--- config.mk ---
export PLATFORM = sky130hd
export DESIGN_NAME = scramble_ctrl
export DESIGN_NICKNAME = d
export VERILOG_FILES = /design/src/rtl/scramble_ctrl.sv
export SDC_FILE = /design/constraint.sdc
export NUM_CORES = 1
export LEC_CHECK = 0
export ABC_AREA = 1
export CAP_MARGIN = 20
export CORE_MARGIN = 2
export CORE_UTILIZATION = 53
export DETAILED_ROUTE_END_ITERATION = 8
export GPL_TIMING_DRIVEN = 1
export PLACE_DENSITY = 0.92
export SLEW_MARGIN = 15
export SYNTH_ARGS = -nofsm -noshare
export SYNTH_HDL_FRONTEND = slang
export SYNTH_SLANG_ARGS = --single-unit
export TNS_END_PERCENT = 100
--- constraint.sdc ---
create_clock -name clk -period 4.1 [get_ports clk]
set_clock_uncertainty 0.15 [all_clocks]
set_input_delay 0.82 -clock clk [delete_from_list [all_inputs] [get_ports clk]]
set_output_delay 0.82 -clock clk [all_outputs]
set_load 0.01 [all_outputs]
--- src/rtl/scramble_ctrl.sv ---
// Colour-channel scramble stage: remaps the R/G/B channels of a handshaked pixel
// stream, with the remap select latched only on start-of-frame beats.
module scramble_ctrl #(
    parameter int AUTO_FRAMES = 60
) (
    input  logic        clk,
    input  logic        rst,
    input  logic [5:0]  sw,
    input  logic        auto_en,
    input  logic        s_valid,
    output logic        s_ready,
    input  logic [23:0] s_data,
    input  logic        s_sof,
    output logic        m_valid,
    input  logic        m_ready,
    output logic [23:0] m_data,
    output logic        m_sof,
    output logic [5:0]  active_sel
);

    localparam int               CNT_W     = $clog2(AUTO_FRAMES) + 1;
    localparam logic [CNT_W-1:0] CNT_LAST  = CNT_W'(AUTO_FRAMES - 1);
    localparam logic [5:0]       SEL_IDENT = 6'b00_01_10;
    localparam logic [2:0]       IDX_LAST  = 3'd5;

    typedef enum logic {
        ST_SYNC,
        ST_RUN
    } state_t;

    state_t           state;
    state_t           state_nxt;
    logic [5:0]       sw_p0;
    logic [5:0]       sw_p1;
    logic             auto_p0;
    logic             auto_p1;
    logic [2:0]       idx;
    logic [2:0]       idx_nxt;
    logic [2:0]       idx_inc;
    logic [CNT_W-1:0] cnt;
    logic [CNT_W-1:0] cnt_nxt;
    logic             was_auto;
    logic             was_auto_nxt;
    logic [5:0]       sel_nxt;
    logic             accept;
    logic             load;

    // Auto-mode permutation table; every entry is a true channel permutation.
    function automatic logic [5:0] perm_lut(input logic [2:0] i);
        logic [5:0] p;
        case (i)
            3'd0:    p = 6'b00_01_10;
            3'd1:    p = 6'b00_10_01;
            3'd2:    p = 6'b01_00_10;
            3'd3:    p = 6'b01_10_00;
            3'd4:    p = 6'b10_00_01;
            3'd5:    p = 6'b10_01_00;
            default: p = SEL_IDENT;
        endcase
        return p;
    endfunction

    function automatic logic [7:0] pick(input logic [23:0] px, input logic [1:0] code);
        logic [7:0] c;
        case (code)
            2'b00:   c = px[23:16];
            2'b01:   c = px[15:8];
            2'b10:   c = px[7:0];
            default: c = 8'h00;
        endcase
        return c;
    endfunction

    function automatic logic [23:0] remap(input logic [23:0] px, input logic [5:0] sel);
        return {pick(px, sel[5:4]), pick(px, sel[3:2]), pick(px, sel[1:0])};
    endfunction

    // Two-flop synchronizers for the board-level controls
    always_ff @(posedge clk) begin
        sw_p0   <= sw;
        sw_p1   <= sw_p0;
        auto_p0 <= auto_en;
        auto_p1 <= auto_p0;
    end

    // In SYNC nothing is ever held in the output register, so input is always taken.
    assign s_ready = (state == ST_SYNC) || !m_valid || m_ready;
    assign accept  = s_valid && s_ready;
    assign load    = accept && ((state == ST_RUN) || s_sof);
    assign idx_inc = (idx == IDX_LAST) ? 3'd0 : idx + 3'd1;

    always_comb begin
        state_nxt    = state;
        sel_nxt      = active_sel;
        idx_nxt      = idx;
        cnt_nxt      = cnt;
        was_auto_nxt = was_auto;
        if (accept && s_sof) begin
            state_nxt = ST_RUN;
        end
        // sel_nxt is the mapping applied to the beat being loaded this cycle
        if (load && s_sof) begin
            if (!auto_p1) begin
                sel_nxt      = sw_p1;
                idx_nxt      = 3'd0;
                cnt_nxt      = '0;
                was_auto_nxt = 1'b0;
            end else if (!was_auto) begin
                sel_nxt      = perm_lut(3'd0);
                idx_nxt      = 3'd0;
                cnt_nxt      = '0;
                was_auto_nxt = 1'b1;
            end else if (cnt == CNT_LAST) begin
                sel_nxt = perm_lut(idx_inc);
                idx_nxt = idx_inc;
                cnt_nxt = '0;
            end else begin
                cnt_nxt = cnt + CNT_W'(1);
            end
        end
    end

    // Output register stage
    always_ff @(posedge clk) begin
        if (rst) begin
            state      <= ST_SYNC;
            m_valid    <= 1'b0;
            m_data     <= 24'h000000;
            m_sof      <= 1'b0;
            active_sel <= SEL_IDENT;
            idx        <= 3'd0;
            cnt        <= '0;
            was_auto   <= 1'b0;
        end else begin
            state      <= state_nxt;
            active_sel <= sel_nxt;
            idx        <= idx_nxt;
            cnt        <= cnt_nxt;
            was_auto   <= was_auto_nxt;
            if (load) begin
                m_valid <= 1'b1;
                m_data  <= remap(s_data, sel_nxt);
                m_sof   <= s_sof;
            end else if (m_ready) begin
                m_valid <= 1'b0;
            end
        end
    end

endmodule

**Yosys cells after proc, flatten, opt, wreduce, memory -nomap -nowiden**

Cells that the tools add are included.

- Bits in registers: 58
- Input port bits: 36

- Multiplexer cells: 18
- Reductions and logical operators: 13
- Add/subtract/negate cells: 2
- Bitwise gates (word level): 1
- Equality and inequality tests: 14

Operators with widths:

| cell | number |
|---|---|
| $pmux W8 S3 | 3 |
| $pmux W6 S5 | 1 |
| $mux W6 | 4 |
| $mux W7 | 3 |
| $mux W3 | 4 |
| $eq A3 B3 Y1 const B | 3 |
| $add A7 B1 Y7 const B | 1 |
| $eq A7 B6 Y1 const B | 1 |
| $eq A2 B1 Y1 const B | 3 |
| $eq A2 B2 Y1 const B | 3 |
| $eq A3 B2 Y1 const B | 2 |
| $logic_not A2 Y1 | 3 |
| $logic_and A1 B1 Y1 | 4 |
| $add A3 B1 Y3 const B | 1 |
| $eq A3 B1 Y1 const B | 1 |
| $logic_or A1 B1 Y1 | 3 |
| $mux W1 | 3 |
| $ne A3 B2 Y1 const B | 1 |
| $reduce_and A2 Y1 | 1 |
| $reduce_bool A2 Y1 | 1 |
| $logic_not A1 Y1 | 1 |
| $not A1 Y1 | 1 |

**Depth between registers and ports, before layout**

- Depth in word-level cells: 10
- Gate-level depth with buffers: 14
- Depth with buffers taken out: 13

**Worst setup path before layout**

OpenSTA, ideal clock, no wires.

- Path type: input -> register
- Start: in m_ready
- End: reg m_data[7]
- Setup time: 131 ps
- Path buffers: 1
- Cell stages on the path: 12
- Setup slack: 1836 ps
- Data required time: 3819 ps
- Data arrival time: 1984 ps
- Path through: inv_1 -> nand3_2 -> nand2_2 -> nor2_4 -> nand2_4 -> nand2_2 -> nand3_2 -> buf_6 -> nand3_1 -> nand3_1 -> nand2_1 -> a21oi_2

- Word-level cells in the longest chain between the ends: 7
- Elaborated cells on any way between the ends: 9
- Classes of those cells: eq/ne: 2; mux: 2; reduce/logical: 5

RTL lines:

| what | line | RTL |
|---|---|---|
| start, declared | 15 | `input logic m_ready,` |
| $logic_or A1 B1 Y1 (*) | 87 | `assign s_ready = (state == ST_SYNC) \|\| !m_valid \|\| m_ready;` |
| via s_ready | 11 | `output logic s_ready,` |
| $logic_and A1 B1 Y1 (*) | 88 | `assign accept = s_valid && s_ready;` |
| $logic_and A1 B1 Y1 (*) | 89 | `assign load = accept && ((state == ST_RUN) \|\| s_sof);` |
| $logic_and A1 B1 Y1 | 102 | `if (load && s_sof) begin` |
| $mux W6 | 102 |  |
| $eq A2 B2 Y1, or another cell as far along | 65 | `case (code)` |
| $pmux W8 S3 | 65 |  |
| end signal, assigned | 142 | `m_data <= remap(s_data, sel_nxt);` |
| end, declared | 16 | `output logic [23:0] m_data,` |

The timed path passes the listed nets; every way through them passes the cells marked *.
A chain may end at the register's enable or synchronous reset.

**Worst setup path after layout**

- Start: in m_ready
- End: out s_ready

- Word-level cells in the longest chain between the ends: 1

RTL lines:

| what | line |
|---|---|
| $logic_or A1 B1 Y1 | 87 |
| end, declared | 11 |

Every way passes these cells.

==> results.py <==
metrics = {
    "floorplan": {
        "core_area_um2": 5140,
        "num_io_pins": 69,
        "dieArea_um2": 5930,
        "initial_core_util_pct": 54.9,
        "die_x_um": 77.0,
        "rows": 26,
        "die_h_um": 77.0,
    },
    "placed_design": {
        "dp_cells": 511,
        "hpwl_um": 5610,
        "gp_congestion": 0.960,
        "io_buffers": 68,
    },
    "hold_path": {
        "hold_class": "reg2reg",
    },
    "worst_setup_path": {
        "arrival_ns": 1.97,
        "worstSetupPathType": "in2out",
        "critPathRequiredTime_ns": 3.13,
        "startpoint_type": "input pin",
        "crit_path_max_fanout": 3,
        "setup.worst_path.end_class": "primary output",
    },
    "clocking": {
        "cts_tree": "built",
        "clock_sinks": 58,
        "clock-root-buffer": "clkbuf_8",
        "ctsHoldBuffers": 0,
        "cts_resized": 0,
        "post_cts_buffers": 0,
        "numCtsBuffers": 9,
        "htreeDepth": 3,
        "cts_max_path_buffers": 2,
        "clk_latency_ns": 0.36,
        "clk_pin_slew_worst_paths_ns": 0.08,
    },
    "final_layout": {
        "layout_common_cells": "98 x nand2_1, 92 x nand3_1, 68 x clkdlybuf4s50_1",
        "insertedDiodeCount": 0,
        "nets": 489,
        "final_cells": 527,
        "layout-drive-gt1-share_pct": 14.4,
        "final_common_cell": "nand2_1",
        "nFillCells": 425,
        "synthToLayoutAreaGrowth_pct": 32.1,
    },
    "timing": {
        "finalMaxSlewViolations": 0,
        "finalHoldViolCount": 0,
        "period_minus_slack_ns": 2.94,
        "worst_pin_slew_ns": 0.684,
        "setup-violations-final": 0,
        "fmax_ghz": 0.341,
        "rsz0062_at_grt": "false",
        "setup_tns_ns": 0,
        "relSlewSlack_pct": 54.2,
        "finalCritPeriodShare_pct": 71.6,
    },
    "power_and_ir_drop": {
        "p_sw_w": 0.000405,
        "p_leak_nw": 1.46,
        "p_sw_share_pct": 29.2,
        "p_int_w": 0.000981,
        "power_frac_comb_pct": 17.1,
        "vdd_drop_max_v": 0.000251,
        "power-per-cell-area_nw_per_um2": 371,
        "pwr-share-clk_pct": 39.1,
        "p_seq_share_pct": 43.9,
    },
    "run": {
        "drv_cap": 0,
    },
    "synthesis": {
        "syn_area_um2": 2820,
        "synth-seq-cells": 58,
        "syn_inst": 384,
        "ys_warn_count": 0,
        "ys_seq_area_share_pct": 41.1,
        "avgSynthCellArea_um2": 7.35,
        "syn-num-nets": 421,
        "yosysUniqueCellTypes": 31,
    },
    "route": {
        "drt_iter0_markers": 437,
        "via_per_inst": 5.74,
        "dr_total_vias": 3024,
        "drt.antenna.violating_nets": 0,
        "drc": 0,
        "drt_pass1_iterations": 6,
        "wl_per_cell_um": 15.2,
        "wirelength_um": 8030,
    },
    "global_routing": {
        "antenna_found_initial": 0,
        "grt.overflow.total": 0,
        "grt_pass1_vias": 2811,
        "grt_pass1_wl_um": 13300,
        "grt_max_degree": 26,
        "grt_use_total_pct": 28.2,
    },
    "outcome": {
        "status": "completed",
    },
}
## cell type report
class / instances / area [µm²] / area share [%]
Multi-Input combinational cell: 288 / 1480 / 39.8
Tap cell: 70 / 87.6 / 2.35
Sequential cell: 58 / 1160 / 31.1
Inverter: 25 / 100 / 2.68
Clock buffer: 9 / 124 / 3.32
Timing Repair Buffer: 70 / 696 / 18.7
Clock inverter: 7 / 77.6 / 2.08
## sequential cells by signal, summed over array words and instances, names as in the netlist
name / cells
sw_p1: 6
active_sel: 6
idx: 3
cnt: 7
sw_p0: 6
m_sof: 1
auto_p1: 1
m_data: 24
auto_p0: 1
m_valid: 1
state: 1
was_auto: 1
## layer usage
metal | vias up | share of wire [%] | track usage, %
li1 | 1418 | - | -
met1 | 1351 | 40 | 36.1
met2 | 214 | 46 | 43.5
met3 | 41 | 11 | 10.4
met4 | 0 | 3.0 | 10.7
met5 | - | 0 | 0
## Yosys cell counts (all sizes together)
cell | count | area [µm²]
a31oi | 1 | 6.26
nor2 | 27 | 153
clkbuf | 4 | 15.0
ha | 1 | 12.5
clkinv | 2 | 13.8
nor3 | 3 | 15.0
nand3 | 97 | 526
o32ai | 1 | 8.76
buf | 9 | 63.8
nand2 | 114 | 488
nor3b | 1 | 7.51
o21ai | 6 | 30.0
a211oi | 1 | 7.51
nand4 | 1 | 6.26
dfxtp | 58 | 1160
inv | 23 | 86.3
a21oi | 35 | 224
## final timing paths
path | start | end | slack, ns | cells after the start
worst max-delay path | m_ready | s_ready | 1.16 | 4
worst min-delay path | auto_p0$_DFF_P_ | auto_p1$_DFF_P_ | 0.17 | 0
worst max register to register | cnt[1]$_SDFFE_PP0P_ | m_data[2]$_SDFFE_PP0P_ | 1.72 | 12
worst min register to register | auto_p0$_DFF_P_ | auto_p1$_DFF_P_ | 0.17 | 0
## power by group through the flow
stage                     combinational (W)  sequential, W  clock [W]
after CTS                          0.000232       0.000608   0.000545
after detailed placement           0.000229       0.000621          0
after global placement             0.000225       0.000619          0
after floorplan                    0.000117       0.000627          0
final                              0.000236       0.000608   0.000541
after global routing               0.000254       0.000611   0.000576
## worst max-delay path: stages
cell and delay (ns):
clkdlybuf4s50_1 0.46, inv_1 0.06, nand3_2 0.09, clkdlybuf4s50_1 0.54
## cells by family (layout without fill, tap and decap cells)
group / after synthesis / in the layout / synth area share [%]
simple gates: 243 / 243 / 42.3
flops: 58 / 58 / 41.1
buf+inv: 38 / 111 / 6.34
fa+ha+maj: 1 / 1 / 0.443
compound gates: 44 / 44 / 9.79
## per-stage QoR
| stage | setup WS, ns | total power, W | utilization (%) | hold WS (ns) | area (µm²) |
|---|---|---|---|---|---|
| 2_1_floorplan | 1.84 | 0.000744 | - | 0.160 | 2820 |
| 3_3_place_gp | 0.974 | 0.000845 | 68.6 | 0.160 | 3530 |
| 3_5_place_dp | 0.934 | 0.000850 | 68.6 | 0.162 | 3530 |
| 4_1_cts | 1.16 | 0.00138 | 72.6 | 0.179 | 3730 |
| 5_1_grt | 1.06 | 0.00144 | 72.6 | 0.188 | 3730 |
| 6_report | 1.16 | 0.00139 | 72.6 | 0.174 | 3730 |
Power figures use the tool's default switching activity.
